==> config.mk <==
export PLATFORM = sky130hd
export DESIGN_NAME = daq_rd_sm
export DESIGN_NICKNAME = d
export VERILOG_FILES = /design/src/rtl/daq_rd_sm_pkg.sv /design/src/rtl/daq_rd_sm_mem_req.sv /design/src/rtl/daq_rd_sm.sv
export SDC_FILE = /design/constraint.sdc
export NUM_CORES = 1
export LEC_CHECK = 0
export ABC_CLOCK_PERIOD_IN_PS = 14500
export BUFFER_PORTS_ARGS = -buffer_cell sky130_fd_sc_hd__buf_4
export CAP_MARGIN = 10
export CORE_MARGIN = 10
export CORE_UTILIZATION = 60
export CTS_BUF_LIST = sky130_fd_sc_hd__clkbuf_8
export DETAILED_ROUTE_END_ITERATION = 7
export GPL_ROUTABILITY_DRIVEN = 0
export MAX_ROUTING_LAYER = met4
export PLACE_DENSITY = 0.81
export RECOVER_POWER = 100
export REMOVE_ABC_BUFFERS = 1
export SLEW_MARGIN = 20
export SYNTH_ARGS = -nofsm -noshare
export SYNTH_HDL_FRONTEND = slang
export SYNTH_SLANG_ARGS = --single-unit
==> constraint.sdc <==
create_clock -name wb_clk -period 14.5 [get_ports wb_clk]
set_input_delay 0 -clock wb_clk [delete_from_list [all_inputs] [get_ports wb_clk]]
set_output_delay 0 -clock wb_clk [all_outputs]
set_load 0.05 [all_outputs]
==> src/rtl/daq_rd_sm_pkg.sv <==
// Platform constants shared by the DAQ file reader and writer: descriptor layout,
// status/control bit positions and the base of the descriptor RAM.
package daq_rd_sm_pkg;

    // Descriptor RAM base; each file owns a 0x20-byte descriptor slot.
    localparam logic [31:0] WB_RAM0          = 32'h0000_1000;
    localparam logic [31:0] FILE_DESC_STRIDE = 32'h0000_0020;

    // Descriptor field byte offsets within a slot.
    localparam logic [31:0] FILE_START_OFFSET   = 32'h00;
    localparam logic [31:0] FILE_END_OFFSET     = 32'h04;
    localparam logic [31:0] FILE_RD_PTR_OFFSET  = 32'h08;
    localparam logic [31:0] FILE_WR_PTR_OFFSET  = 32'h0C;
    localparam logic [31:0] FILE_STATUS_OFFSET  = 32'h10;
    localparam logic [31:0] FILE_CONTROL_OFFSET = 32'h14;

    // STATUS word bit positions.
    localparam int unsigned F_STATUS_EMPTY       = 0;
    localparam int unsigned F_STATUS_FULL        = 1;
    localparam int unsigned F_STATUS_WRAP_AROUND = 2;

    // CONTROL word: 2-bit sample size field starting at this bit.
    localparam int unsigned F_CONTROL_DATA_SIZE = 0;

    localparam logic [1:0] B_CONTROL_DATA_SIZE_UNDEFINED = 2'd0;
    localparam logic [1:0] B_CONTROL_DATA_SIZE_BYTE      = 2'd1;
    localparam logic [1:0] B_CONTROL_DATA_SIZE_HWORD     = 2'd2;
    localparam logic [1:0] B_CONTROL_DATA_SIZE_WORD      = 2'd3;

    // Index of the last descriptor field fetched (CONTROL).
    localparam logic [2:0] DESC_LAST_FIELD = 3'd5;

    // Fetch order of descriptor fields: START, END, RD_PTR, WR_PTR, STATUS, CONTROL.
    function automatic logic [31:0] desc_field_offset(input logic [2:0] idx);
        case (idx)
            3'd0:    return FILE_START_OFFSET;
            3'd1:    return FILE_END_OFFSET;
            3'd2:    return FILE_RD_PTR_OFFSET;
            3'd3:    return FILE_WR_PTR_OFFSET;
            3'd4:    return FILE_STATUS_OFFSET;
            default: return FILE_CONTROL_OFFSET;
        endcase
    endfunction

endpackage

==> src/rtl/daq_rd_sm_mem_req.sv <==
// daq_mem_req: single-transfer handshake toward the shared Wishbone master.
// A go pulse latches the request and raises start; start is held until the
// master reports active, then start/write drop and the transfer completes on
// the first cycle active is low again (done_o pulses, rdata_o valid then).
module daq_mem_req #(
    parameter int unsigned Dw = 32,
    parameter int unsigned Aw = 32
) (
    input  logic          clk_i,
    input  logic          rst_ni,
    input  logic          go_i,
    input  logic [Aw-1:0] addr_i,
    input  logic [3:0]    sel_i,
    input  logic          we_i,
    input  logic [Dw-1:0] wdata_i,
    output logic          done_o,
    output logic [Dw-1:0] rdata_o,
    output logic [Aw-1:0] address_o,
    output logic          start_o,
    output logic [3:0]    selection_o,
    output logic          write_o,
    output logic [Dw-1:0] data_wr_o,
    input  logic [Dw-1:0] data_rd_i,
    input  logic          active_i
);

    typedef enum logic [1:0] {MIdle, MStart, MBusy} mst_e;

    mst_e          mst_q, mst_d;
    logic [Aw-1:0] addr_q, addr_d;
    logic [3:0]    sel_q, sel_d;
    logic          we_q, we_d;
    logic [Dw-1:0] wdata_q, wdata_d;
    logic          start_q, start_d;

    // Handshake next-state: request latch, start hold, completion detect.
    always_comb begin
        mst_d   = mst_q;
        addr_d  = addr_q;
        sel_d   = sel_q;
        we_d    = we_q;
        wdata_d = wdata_q;
        start_d = start_q;
        done_o  = 1'b0;
        case (mst_q)
            MIdle: begin
                if (go_i) begin
                    addr_d  = addr_i;
                    sel_d   = sel_i;
                    we_d    = we_i;
                    wdata_d = wdata_i;
                    start_d = 1'b1;
                    mst_d   = MStart;
                end
            end
            MStart: begin
                if (active_i) begin
                    start_d = 1'b0;
                    we_d    = 1'b0;
                    mst_d   = MBusy;
                end
            end
            MBusy: begin
                if (!active_i) begin
                    // Bus returns to all-zero between transfers.
                    done_o  = 1'b1;
                    addr_d  = '0;
                    sel_d   = '0;
                    wdata_d = '0;
                    mst_d   = MIdle;
                end
            end
            default: begin
                addr_d  = '0;
                sel_d   = '0;
                we_d    = 1'b0;
                wdata_d = '0;
                start_d = 1'b0;
                mst_d   = MIdle;
            end
        endcase
    end

    // Handshake state register.
    always_ff @(posedge clk_i or negedge rst_ni) begin
        if (!rst_ni) begin
            mst_q   <= MIdle;
            addr_q  <= '0;
            sel_q   <= '0;
            we_q    <= 1'b0;
            wdata_q <= '0;
            start_q <= 1'b0;
        end else begin
            mst_q   <= mst_d;
            addr_q  <= addr_d;
            sel_q   <= sel_d;
            we_q    <= we_d;
            wdata_q <= wdata_d;
            start_q <= start_d;
        end
    end

    assign rdata_o     = data_rd_i;
    assign address_o   = addr_q;
    assign start_o     = start_q;
    assign selection_o = sel_q;
    assign write_o     = we_q;
    assign data_wr_o   = wdata_q;

endmodule

==> src/rtl/daq_rd_sm.sv <==
// DAQ file reader: on file_read, fetches a file descriptor, pops one sample at
// RD_PTR, then writes back STATUS and the advanced RD_PTR.
module daq_rd_sm
    import daq_rd_sm_pkg::*;
#(
    parameter int dw    = 32,
    parameter int aw    = 32,
    parameter int DEBUG = 0
) (
    input  logic          wb_clk,
    input  logic          wb_rst_n,
    input  logic [7:0]    file_num,
    input  logic          file_read,
    output logic [31:0]   file_read_data,
    output logic          file_read_valid,
    output logic          file_read_empty,
    output logic          file_read_error,
    output logic          file_active,
    output logic [aw-1:0] address,
    output logic          start,
    output logic [3:0]    selection,
    output logic          write,
    output logic [dw-1:0] data_wr,
    input  logic [dw-1:0] data_rd,
    input  logic          active
);

    if (DEBUG != 0) begin : g_debug
    end

    typedef enum logic [3:0] {
        StIdle, StDescReq, StDescWait, StCheck, StDataReq, StDataWait,
        StStatusReq, StStatusWait, StRdptrReq, StRdptrWait, StDone
    } state_e;

    state_e        state_q, state_d;
    logic [aw-1:0] base_q, base_d;
    logic [2:0]    cnt_q, cnt_d;
    logic [31:0]   start_ptr_q, start_ptr_d;
    logic [31:0]   end_ptr_q, end_ptr_d;
    logic [31:0]   rd_ptr_q, rd_ptr_d;
    logic [31:0]   wr_ptr_q, wr_ptr_d;
    logic [31:0]   status_q, status_d;
    logic [1:0]    size_q, size_d;
    logic          no_pop_q, no_pop_d;
    logic [31:0]   data_q, data_d;
    logic          valid_q, valid_d;
    logic          empty_q, empty_d;
    logic          error_q, error_d;
    logic          active_q, active_d;

    logic          mem_go, mem_we, mem_done;
    logic [aw-1:0] mem_addr;
    logic [3:0]    mem_sel;
    logic [dw-1:0] mem_wdata, mem_rdata;
    logic [31:0]   rword;

    logic [3:0]    lane_sel;
    logic [31:0]   lane_data, ptr_inc, ptr_sum, ptr_next;
    logic          ptr_wrap;

    assign rword = mem_rdata[31:0];

    // Byte-lane select and right-justified sample for the current size and RD_PTR.
    always_comb begin
        lane_sel  = 4'h0;
        lane_data = 32'h0;
        ptr_inc   = 32'd0;
        case (size_q)
            B_CONTROL_DATA_SIZE_WORD: begin
                lane_sel  = 4'hF;
                lane_data = rword;
                ptr_inc   = 32'd4;
            end
            B_CONTROL_DATA_SIZE_HWORD: begin
                lane_sel  = rd_ptr_q[1] ? 4'hC : 4'h3;
                lane_data = {16'h0, rd_ptr_q[1] ? rword[31:16] : rword[15:0]};
                ptr_inc   = 32'd2;
            end
            B_CONTROL_DATA_SIZE_BYTE: begin
                lane_sel  = 4'b0001 << rd_ptr_q[1:0];
                lane_data = {24'h0, rword[{rd_ptr_q[1:0], 3'b000} +: 8]};
                ptr_inc   = 32'd1;
            end
            default: ;
        endcase
    end

    // Advanced read pointer; stepping past END wraps back to START.
    always_comb begin
        ptr_sum  = rd_ptr_q + ptr_inc;
        ptr_wrap = ptr_sum > end_ptr_q;
        ptr_next = ptr_wrap ? start_ptr_q : ptr_sum;
    end

    // Reader FSM next-state, descriptor capture and memory request decode.
    always_comb begin
        state_d     = state_q;
        base_d      = base_q;
        cnt_d       = cnt_q;
        start_ptr_d = start_ptr_q;
        end_ptr_d   = end_ptr_q;
        rd_ptr_d    = rd_ptr_q;
        wr_ptr_d    = wr_ptr_q;
        status_d    = status_q;
        size_d      = size_q;
        no_pop_d    = no_pop_q;
        data_d      = data_q;
        valid_d     = 1'b0;
        empty_d     = 1'b0;
        error_d     = 1'b0;
        active_d    = active_q;
        mem_go      = 1'b0;
        mem_addr    = '0;
        mem_sel     = 4'h0;
        mem_we      = 1'b0;
        mem_wdata   = '0;
        case (state_q)
            StIdle: begin
                if (file_read) begin
                    base_d   = aw'(WB_RAM0 + FILE_DESC_STRIDE * {24'h0, file_num});
                    cnt_d    = 3'd0;
                    no_pop_d = 1'b0;
                    active_d = 1'b1;
                    state_d  = StDescReq;
                end
            end
            StDescReq: begin
                mem_go   = 1'b1;
                mem_addr = base_q + aw'(desc_field_offset(cnt_q));
                mem_sel  = 4'hF;
                state_d  = StDescWait;
            end
            StDescWait: begin
                if (mem_done) begin
                    case (cnt_q)
                        3'd0:    start_ptr_d = rword;
                        3'd1:    end_ptr_d   = rword;
                        3'd2:    rd_ptr_d    = rword;
                        3'd3:    wr_ptr_d    = rword;
                        3'd4:    status_d    = rword;
                        default: size_d      = rword[F_CONTROL_DATA_SIZE +: 2];
                    endcase
                    if (cnt_q == DESC_LAST_FIELD) begin
                        state_d = StCheck;
                    end else begin
                        cnt_d   = cnt_q + 3'd1;
                        state_d = StDescReq;
                    end
                end
            end
            StCheck: begin
                if (size_q == B_CONTROL_DATA_SIZE_UNDEFINED) begin
                    error_d  = 1'b1;
                    active_d = 1'b0;
                    state_d  = StDone;
                end else if (rd_ptr_q == wr_ptr_q && !status_q[F_STATUS_FULL]) begin
                    status_d[F_STATUS_EMPTY] = 1'b1;
                    empty_d  = 1'b1;
                    no_pop_d = 1'b1;
                    state_d  = StStatusReq;
                end else begin
                    state_d = StDataReq;
                end
            end
            StDataReq: begin
                mem_go   = 1'b1;
                mem_addr = aw'({rd_ptr_q[31:2], 2'b00});
                mem_sel  = lane_sel;
                state_d  = StDataWait;
            end
            StDataWait: begin
                if (mem_done) begin
                    data_d   = lane_data;
                    rd_ptr_d = ptr_next;
                    if (ptr_wrap) begin
                        status_d[F_STATUS_WRAP_AROUND] = 1'b1;
                    end
                    status_d[F_STATUS_FULL]  = 1'b0;
                    status_d[F_STATUS_EMPTY] = (ptr_next == wr_ptr_q);
                    valid_d  = 1'b1;
                    state_d  = StStatusReq;
                end
            end
            StStatusReq: begin
                mem_go          = 1'b1;
                mem_addr        = base_q + aw'(FILE_STATUS_OFFSET);
                mem_sel         = 4'hF;
                mem_we          = 1'b1;
                mem_wdata[31:0] = status_q;
                state_d         = StStatusWait;
            end
            StStatusWait: begin
                if (mem_done) begin
                    if (no_pop_q) begin
                        active_d = 1'b0;
                        state_d  = StDone;
                    end else begin
                        state_d = StRdptrReq;
                    end
                end
            end
            StRdptrReq: begin
                mem_go          = 1'b1;
                mem_addr        = base_q + aw'(FILE_RD_PTR_OFFSET);
                mem_sel         = 4'hF;
                mem_we          = 1'b1;
                mem_wdata[31:0] = rd_ptr_q;
                state_d         = StRdptrWait;
            end
            StRdptrWait: begin
                if (mem_done) begin
                    active_d = 1'b0;
                    state_d  = StDone;
                end
            end
            StDone: begin
                active_d = 1'b0;
                state_d  = StIdle;
            end
            default: begin
                active_d = 1'b0;
                state_d  = StIdle;
            end
        endcase
    end

    // Reader state and latched descriptor registers.
    always_ff @(posedge wb_clk or negedge wb_rst_n) begin
        if (!wb_rst_n) begin
            state_q     <= StIdle;
            base_q      <= '0;
            cnt_q       <= 3'd0;
            start_ptr_q <= 32'h0;
            end_ptr_q   <= 32'h0;
            rd_ptr_q    <= 32'h0;
            wr_ptr_q    <= 32'h0;
            status_q    <= 32'h0;
            size_q      <= 2'd0;
            no_pop_q    <= 1'b0;
            data_q      <= 32'h0;
            valid_q     <= 1'b0;
            empty_q     <= 1'b0;
            error_q     <= 1'b0;
            active_q    <= 1'b0;
        end else begin
            state_q     <= state_d;
            base_q      <= base_d;
            cnt_q       <= cnt_d;
            start_ptr_q <= start_ptr_d;
            end_ptr_q   <= end_ptr_d;
            rd_ptr_q    <= rd_ptr_d;
            wr_ptr_q    <= wr_ptr_d;
            status_q    <= status_d;
            size_q      <= size_d;
            no_pop_q    <= no_pop_d;
            data_q      <= data_d;
            valid_q     <= valid_d;
            empty_q     <= empty_d;
            error_q     <= error_d;
            active_q    <= active_d;
        end
    end

    daq_mem_req #(
        .Dw(dw),
        .Aw(aw)
    ) u_mem_req (
        .clk_i      (wb_clk),
        .rst_ni     (wb_rst_n),
        .go_i       (mem_go),
        .addr_i     (mem_addr),
        .sel_i      (mem_sel),
        .we_i       (mem_we),
        .wdata_i    (mem_wdata),
        .done_o     (mem_done),
        .rdata_o    (mem_rdata),
        .address_o  (address),
        .start_o    (start),
        .selection_o(selection),
        .write_o    (write),
        .data_wr_o  (data_wr),
        .data_rd_i  (data_rd),
        .active_i   (active)
    );

    assign file_read_data  = data_q;
    assign file_read_valid = valid_q;
    assign file_read_empty = empty_q;
    assign file_read_error = error_q;
    assign file_active     = active_q;

endmodule

==> flow_summary.json, run 1 <==
{
  "synthCells": 1470,
  "drv_cap": 13,
  "period_needed_ns": 9.20,
  "post_cts_buffers": 0,
  "worst_setup_path_start_kind": "flip-flop",
  "critPathKind": "reg -> reg",
  "end_kind": "flip-flop",
  "root_buffer": "clkbuf_8",
  "worst_pin_slew_ns": 4.04,
  "clkLatencyLatePin_ns": 0.57,
  "p_sw_share_pct": 40.8,
  "io_buffers": 147,
  "stdcell_count": 1991,
  "nets": 1708,
  "viasPerCell": 6.47,
  "wl_per_cell_um": 23.9,
  "postCtsResizedCells": 0,
  "area_growth_pct": 13.7,
  "place_ws_ns": 7.37,
  "postPlaceCellArea_mm2": 0.0163,
  "run_status": "finished, violations left",
  "p_sw_mw": 1.14,
  "ant_nets": 0,
  "path_clk_slew_ns": 0.06,
  "synth-seq-cells": 285,
  "cts_max_level": 2,
  "num_vias": 12900,
  "yosysUniqueCellTypes": 82,
  "clk_path_buf_depth": 3,
  "required_ns": 14.94,
  "core_mm2": 0.0250,
  "dr.pass1.iters": 8,
  "die_width_um": 179,
  "grt_antenna_before_repair": 1,
  "start_util_pct": 60.6,
  "worst_slack_ns": 5.30,
  "grt_pass1_vias": 13000,
  "boundaryPins": 150,
  "postSynthAreaPerCell_um2": 10.3,
  "dieHeight_um": 179,
  "powerDensity_mw_per_mm2": 161,
  "numClockSinks": 285,
  "final-hold-violation-count": 0,
  "hpwl_um": 33200,
  "setup_tns_ns": 0,
  "dp.cells": 1861,
  "pwr-share-clk_pct": 25.1,
  "maxSlewHeadroom_pct": -169,
  "violations": "max-capacitance violations, max-slew violations",
  "ir_drop_mv": 0.0966,
  "synthArstFlopShare_pct": 100,
  "dieArea_mm2": 0.0320,
  "max_freq_ghz": 0.109,
  "seqPwrFrac_pct": 39.3,
  "row_count": 58,
  "synth_seq_area_share_pct": 47.0,
  "synth-edff-count": 0,
  "drive_gt1_share_pct": 16.9,
  "drv_slew": 573,
  "cts_tree": "done",
  "cts_made_buffers": 47,
  "hold_buffers": 44,
  "p_comb_share_pct": 35.6,
  "grt-ovfl-total": 0,
  "wirelength_um": 47500,
  "yosys_warnings": 0,
  "setup_viol": 0,
  "hold_class": "in -> reg",
  "worstPathArrival_ns": 9.64,
  "grt_pass1_wl_um": 73400,
  "drt_iter0_markers": 1802,
  "nFillCells": 1950,
  "grt_usage_pct": 30.2,
  "path_max_fanout": 36,
  "drc": 0,
  "fin_worst_skew_ns": 0.0308,
  "fin_area_mm2": 0.0172,
  "rsz0062_at_grt": "false",
  "timing.hold.ws_ns": 0.0353,
  "syn_area_mm2": 0.0152,
  "synthFlopType": "dfrtp_1",
  "grt_max_degree": 81,
  "p_leak_nw": 8.25,
  "min_period_over_period_pct": 63.5,
  "cell_internal_pwr_mw": 1.65
}
[worst max-delay path, stage by stage (launching register included)]
cell and delay, ns:
dfrtp_1 0.87, and2_0 1.20, ha_1 0.35, nand4b_1 0.20, nand3_1 0.43, nand3_1 0.20, or3_1 0.43, xnor2_1 0.28
inv_1 0.08, ha_1 0.30, nand4_1 0.16, nor4_1 0.53, nand3_1 0.16, o21a_1 0.21, nor2_1 0.51, clkbuf_1 1.53
mux2i_1 0.29, a221o_1 0.42, or4_1 0.52, o41ai_1 0.39
[cells in the final DEF (no fill, tap or decap), types with 16 or more instances in the layout]
cell type        n
dfrtp_1        285
nand2_1        146
mux2_2         143
clkbuf_1       115
inv_1          107
nor2_1          90
o21ai_0         86
clkbuf_8        59
a21oi_1         50
xor2_1          48
buf_4           47
xnor2_1         43
dlygate4sd3_1   43
ha_1            40
nand3_1         35
a22oi_1         29
a222oi_1        27
a22o_1          26
nor3_1          22
mux2i_1         22
nand4_1         20
a211oi_1        16
[metal layers]
| layer | up-vias | track usage, % | wire length [µm] |
|---|---|---|---|
| met1 | 6272 | 37.6 | 18200 |
| met3 | 210 | 7.16 | 5220 |
| met2 | 851 | 46.1 | 21700 |
| met5 | - | - | 0 |
| met4 | 0 | 13.9 | 2360 |
| li1 | 5548 | - | - |
[kinds of logic after synthesis]
family,synth area share [%]
simple gates,12.5
fa+ha+maj,3.30
xor+xnor,5.42
buf+inv,5.63
mux,12.1
flops,47.0
compound gates,14.0
other cells,0.0247
[path summary, 6_finish.rpt]
kind | from | endpoint | slack [ns] | depth (start not counted)
max in group asynchronous | wb_rst_n | status_q[26] | 5.99 | 5
setup / recovery | size_q[1] | status_q[0] | 5.30 | 19
setup reg to reg | size_q[1] | status_q[0] | 5.30 | 19
hold / removal | file_read | file_active | 0.04 | 6
min in group asynchronous | wb_rst_n | file_read_data[6] | 1.04 | 3
hold reg to reg | file_read_data[20] | file_read_data[20] | 0.47 | 2
[cells in the mapped netlist (5+ instances only)]
cell type	count	share of area, %
a211oi_1	16	0.79
a21oi_1	51	1.7
a222oi_1	27	1.8
a22o_1	26	1.5
a22oi_1	29	1.4
a31oi_1	8	0.33
and3_1	8	0.33
buf_1	19	0.47
buf_4	5	0.25
buf_6	10	0.74
clkbuf_1	59	1.5
dfrtp_1	285	47
ha_1	40	3.3
inv_1	88	2.2
mux2_2	143	11
mux2i_1	22	1.5
nand2_1	146	3.6
nand2b_1	9	0.37
nand3_1	35	1.2
nand4_1	20	0.82
nor2_1	89	2.2
nor2b_1	6	0.25
nor3_1	23	0.76
nor3b_1	5	0.25
nor4_1	11	0.45
o211ai_1	13	0.64
o21a_1	6	0.30
o21ai_0	86	2.8
o221ai_1	5	0.29
o22ai_1	5	0.21
o2bb2ai_1	5	0.29
or3_1	7	0.29
xnor2_1	43	2.5
xor2_1	48	2.8
[state kept, by name (all words and copies together) (netlist names), 2 cells and up]
register               count
file_read_data            32
rd_ptr_q                  32
base_q                     9
state_q                    4
u_mem_req.mst_q            2
u_mem_req.selection_o      4
u_mem_req.address_o       30
start_ptr_q               32
end_ptr_q                 32
status_q                  32
cnt_q                      3
wr_ptr_q                  32
size_q                     2
u_mem_req.data_wr_o       32
[layout make-up]
type / count / area [µm²] / area share (%)
antenna: 1 / 2.50 / 0.0145
clock buffer: 59 / 812 / 4.71
clock inverter: 26 / 131 / 0.762
inverter: 89 / 334 / 1.94
multi-input combinational: 996 / 7200 / 41.8
sequential: 285 / 7130 / 41.4
tap: 330 / 413 / 2.39
timing repair buffer: 205 / 1210 / 7.05
[through the flow]
step / power, mW / util, %
finish: 2.78 / 68.9
floorplan: 1.72 / -
global route: 2.91 / 68.9
global placement: 2.05 / 65.2
detailed placement: 2.08 / 65.2
CTS: 2.79 / 70.8
[power groups by stage]
stage	clock network [mW]	logic [mW]	registers [mW]
final	0.699	0.992	1.09
after global routing	0.745	1.07	1.10
after CTS	0.709	1.00	1.08
after detailed placement	0	0.987	1.10
after global placement	0	0.960	1.09
after floorplan	0	0.582	1.14
Power figures use the tool's default switching activity.
==> run 2, diff against run 1 <==
Settings changed: ABC_AREA from default to 1, ABC_CLOCK_PERIOD_IN_PS 14500 to 7730, CORE_UTILIZATION 60 to 56, PLACE_DENSITY 0.81 to 0.79.
Clock period 14.5 ns to 7.73 ns, I/O delays scaled along.
==> flow_summary.json, run 2 <==
{
  "synth-seq-cells": 285,
  "grt_max_degree": 88,
  "synthArstFlopShare_pct": 100,
  "run_status": "finished, violations left",
  "synth-edff-count": 0,
  "drc": 5,
  "grt-ovfl-total": 0,
  "crit_path_top_delay_cell": "clkbuf_1",
  "nFillCells": 2339,
  "synth.most_common_cell": "nand2_1",
  "hold_depth": 4,
  "synth.area.top_cells": "dfrtp_1 47%, nand2_1 14%, o21ai_0 9.0%",
  "area_growth_pct": 15.0,
  "reg2reg_slack_ns": 1.27,
  "synthCells": 1947,
  "final_cell_mix": "557 x nand2_1, 285 x dfrtp_1, 274 x o21ai_0, 227 x inv_1, 115 x clkbuf_1",
  "wirelength_um": 51800,
  "numClockSinks": 285,
  "row_count": 60,
  "synthFlopType": "dfrtp_1",
  "yosys_warnings": 0,
  "boundaryPins": 150,
  "viasPerCell": 5.99,
  "root_buffer": "clkbuf_8",
  "grt_usage_pct": 31.3,
  "clkLatencyLatePin_ns": 0.59,
  "yosysUniqueCellTypes": 49,
  "postSynthAreaPerCell_um2": 7.83,
  "max_stage_delay_ns": 1.10,
  "start_util_pct": 56.7,
  "p_leak_nw": 8.36,
  "worst_setup_path_start_kind": "flip-flop",
  "dr.pass1.iters": 8,
  "worst_slack_ns": 1.27,
  "setup_tns_ns": 0,
  "r2r-start": "size_q[1]",
  "period_needed_ns": 6.46,
  "setup_viol": 0,
  "worst_pin_slew_ns": 4.57,
  "path_max_fanout": 29,
  "grt_pass1_wl_um": 81400,
  "ant_nets": 0,
  "violations": "design-rule violations, max-capacitance violations, max-slew violations",
  "yosysTopAreaCell": "dfrtp_1",
  "cts_max_level": 2,
  "hp-start": "file_num[3]",
  "dieHeight_um": 185,
  "syn_area_mm2": 0.0152,
  "drv_cap": 11,
  "cts_made_buffers": 46,
  "fin_worst_skew_ns": 0.0251,
  "hpwl_um": 36200,
  "die_width_um": 185,
  "grt_pass1_vias": 14500,
  "place_ws_ns": 2.54,
  "dieArea_mm2": 0.0342,
  "total_power_mw": 6.46,
  "worstReg2RegEnd": "status_q[0]",
  "grt_antenna_before_repair": 2,
  "min_period_over_period_pct": 83.6,
  "powerDensity_mw_per_mm2": 368,
  "max_freq_ghz": 0.155,
  "drv_slew": 604,
  "nets": 2210,
  "rsz0062_at_grt": "false",
  "clk_path_buf_depth": 3,
  "path_common_cell": "nand3_1",
  "path_clk_slew_ns": 0.08,
  "postPlaceCellArea_mm2": 0.0166,
  "hold_class": "in -> reg",
  "drive_gt1_share_pct": 7.18,
  "postCtsResizedCells": 0,
  "yosys-top-cells-count": "556 x nand2_1, 285 x dfrtp_1, 274 x o21ai_0",
  "num_vias": 15000,
  "worstPathArrival_ns": 6.97,
  "critPathKind": "reg -> reg",
  "ff2ff_path_depth": 28,
  "min_to": "base_q[8]",
  "layout_commonest_cell": "nand2_1",
  "fin_area_mm2": 0.0175,
  "drt_iter0_markers": 1913,
  "synth_seq_area_share_pct": 46.8,
  "ir_drop_mv": 0.210,
  "wl_per_cell_um": 20.7,
  "end_kind": "flip-flop",
  "io_buffers": 147,
  "maxSlewHeadroom_pct": -205,
  "cts_tree": "done",
  "required_ns": 8.24,
  "final-hold-violation-count": 0,
  "synth_top_area_share_pct": 46.8,
  "core_mm2": 0.0269
}
-- run 2: worst max-delay path: cells and delay by family (launching register included) --
family	cells	cell delay, ns
buf+inv	4	1.75
compound gates	1	0.14
simple gates	21	3.28
fa+ha+maj	2	0.73
flops	1	0.46
-- run 2: per-stage QoR --
step | utilization (%) | std cells | hold WS [ns]
finish | 65.2 | 2503 | 0.196
floorplan | - | 1862 | -0.296
detailed placement | 61.8 | 2371 | 0.0446
CTS | 66.9 | 2501 | 0.0595
global placement | 61.7 | 2371 | 0.0340
global route | 65.2 | 2503 | 0.220
-- run 2: cell families after synthesis --
| group | count (synthesis) | share of synthesized area, % |
|---|---|---|
| compound gates | 464 | 17.5 |
| xor+xnor | 32 | 1.99 |
| fa+ha+maj | 40 | 3.28 |
| buf+inv | 307 | 7.79 |
| flops | 285 | 46.8 |
| other cells | 1 | 0.0246 |
| simple gates | 818 | 22.7 |
-- run 2: area by class of cell --
type,instances,area (µm²),area share (%)
tap,341,427,2.43
clock inverter,26,133,0.756
sequential,285,7130,40.7
timing repair buffer,216,1310,7.44
multi-input combinational,1356,6930,39.5
inverter,221,831,4.74
antenna,2,5.00,0.0285
clock buffer,56,771,4.40
-- run 2: routing by layer --
layer / track usage, % / wire (µm) / share of wire, %
met2: 44.9 / 22100 / 43
met1: 40.2 / 20700 / 40
met4: 13.7 / 2580 / 5.0
met3: 9.31 / 6410 / 12
met5: - / 0 / 0
-- run 2: power by group --
part / switching [mW] / internal [mW] / leakage, nW
logic: 2.18 / 0.762 / 4.04
clock network: 0.608 / 0.685 / 0.539
registers: 0.369 / 1.85 / 3.78
total: 3.15 / 3.30 / 8.36
-- run 2: timing repair --
action	in CTS	in global routing
buffers inserted	0	0
hold buffers	48	0
endpoints found under the hold margin	281	0
endpoints found under the setup margin	0	0
-- run 2: worst max-delay path by stage --
stage               slack (ns)       from              to
finish                    1.27  size_q[1]     status_q[0]
global route              0.97   wb_rst_n  start_ptr_q[8]
CTS                       2.52  size_q[0]     status_q[0]
detailed placement        2.54  size_q[0]     status_q[0]
global placement          2.72  size_q[0]     status_q[0]
floorplan                 2.80  size_q[0]     status_q[0]
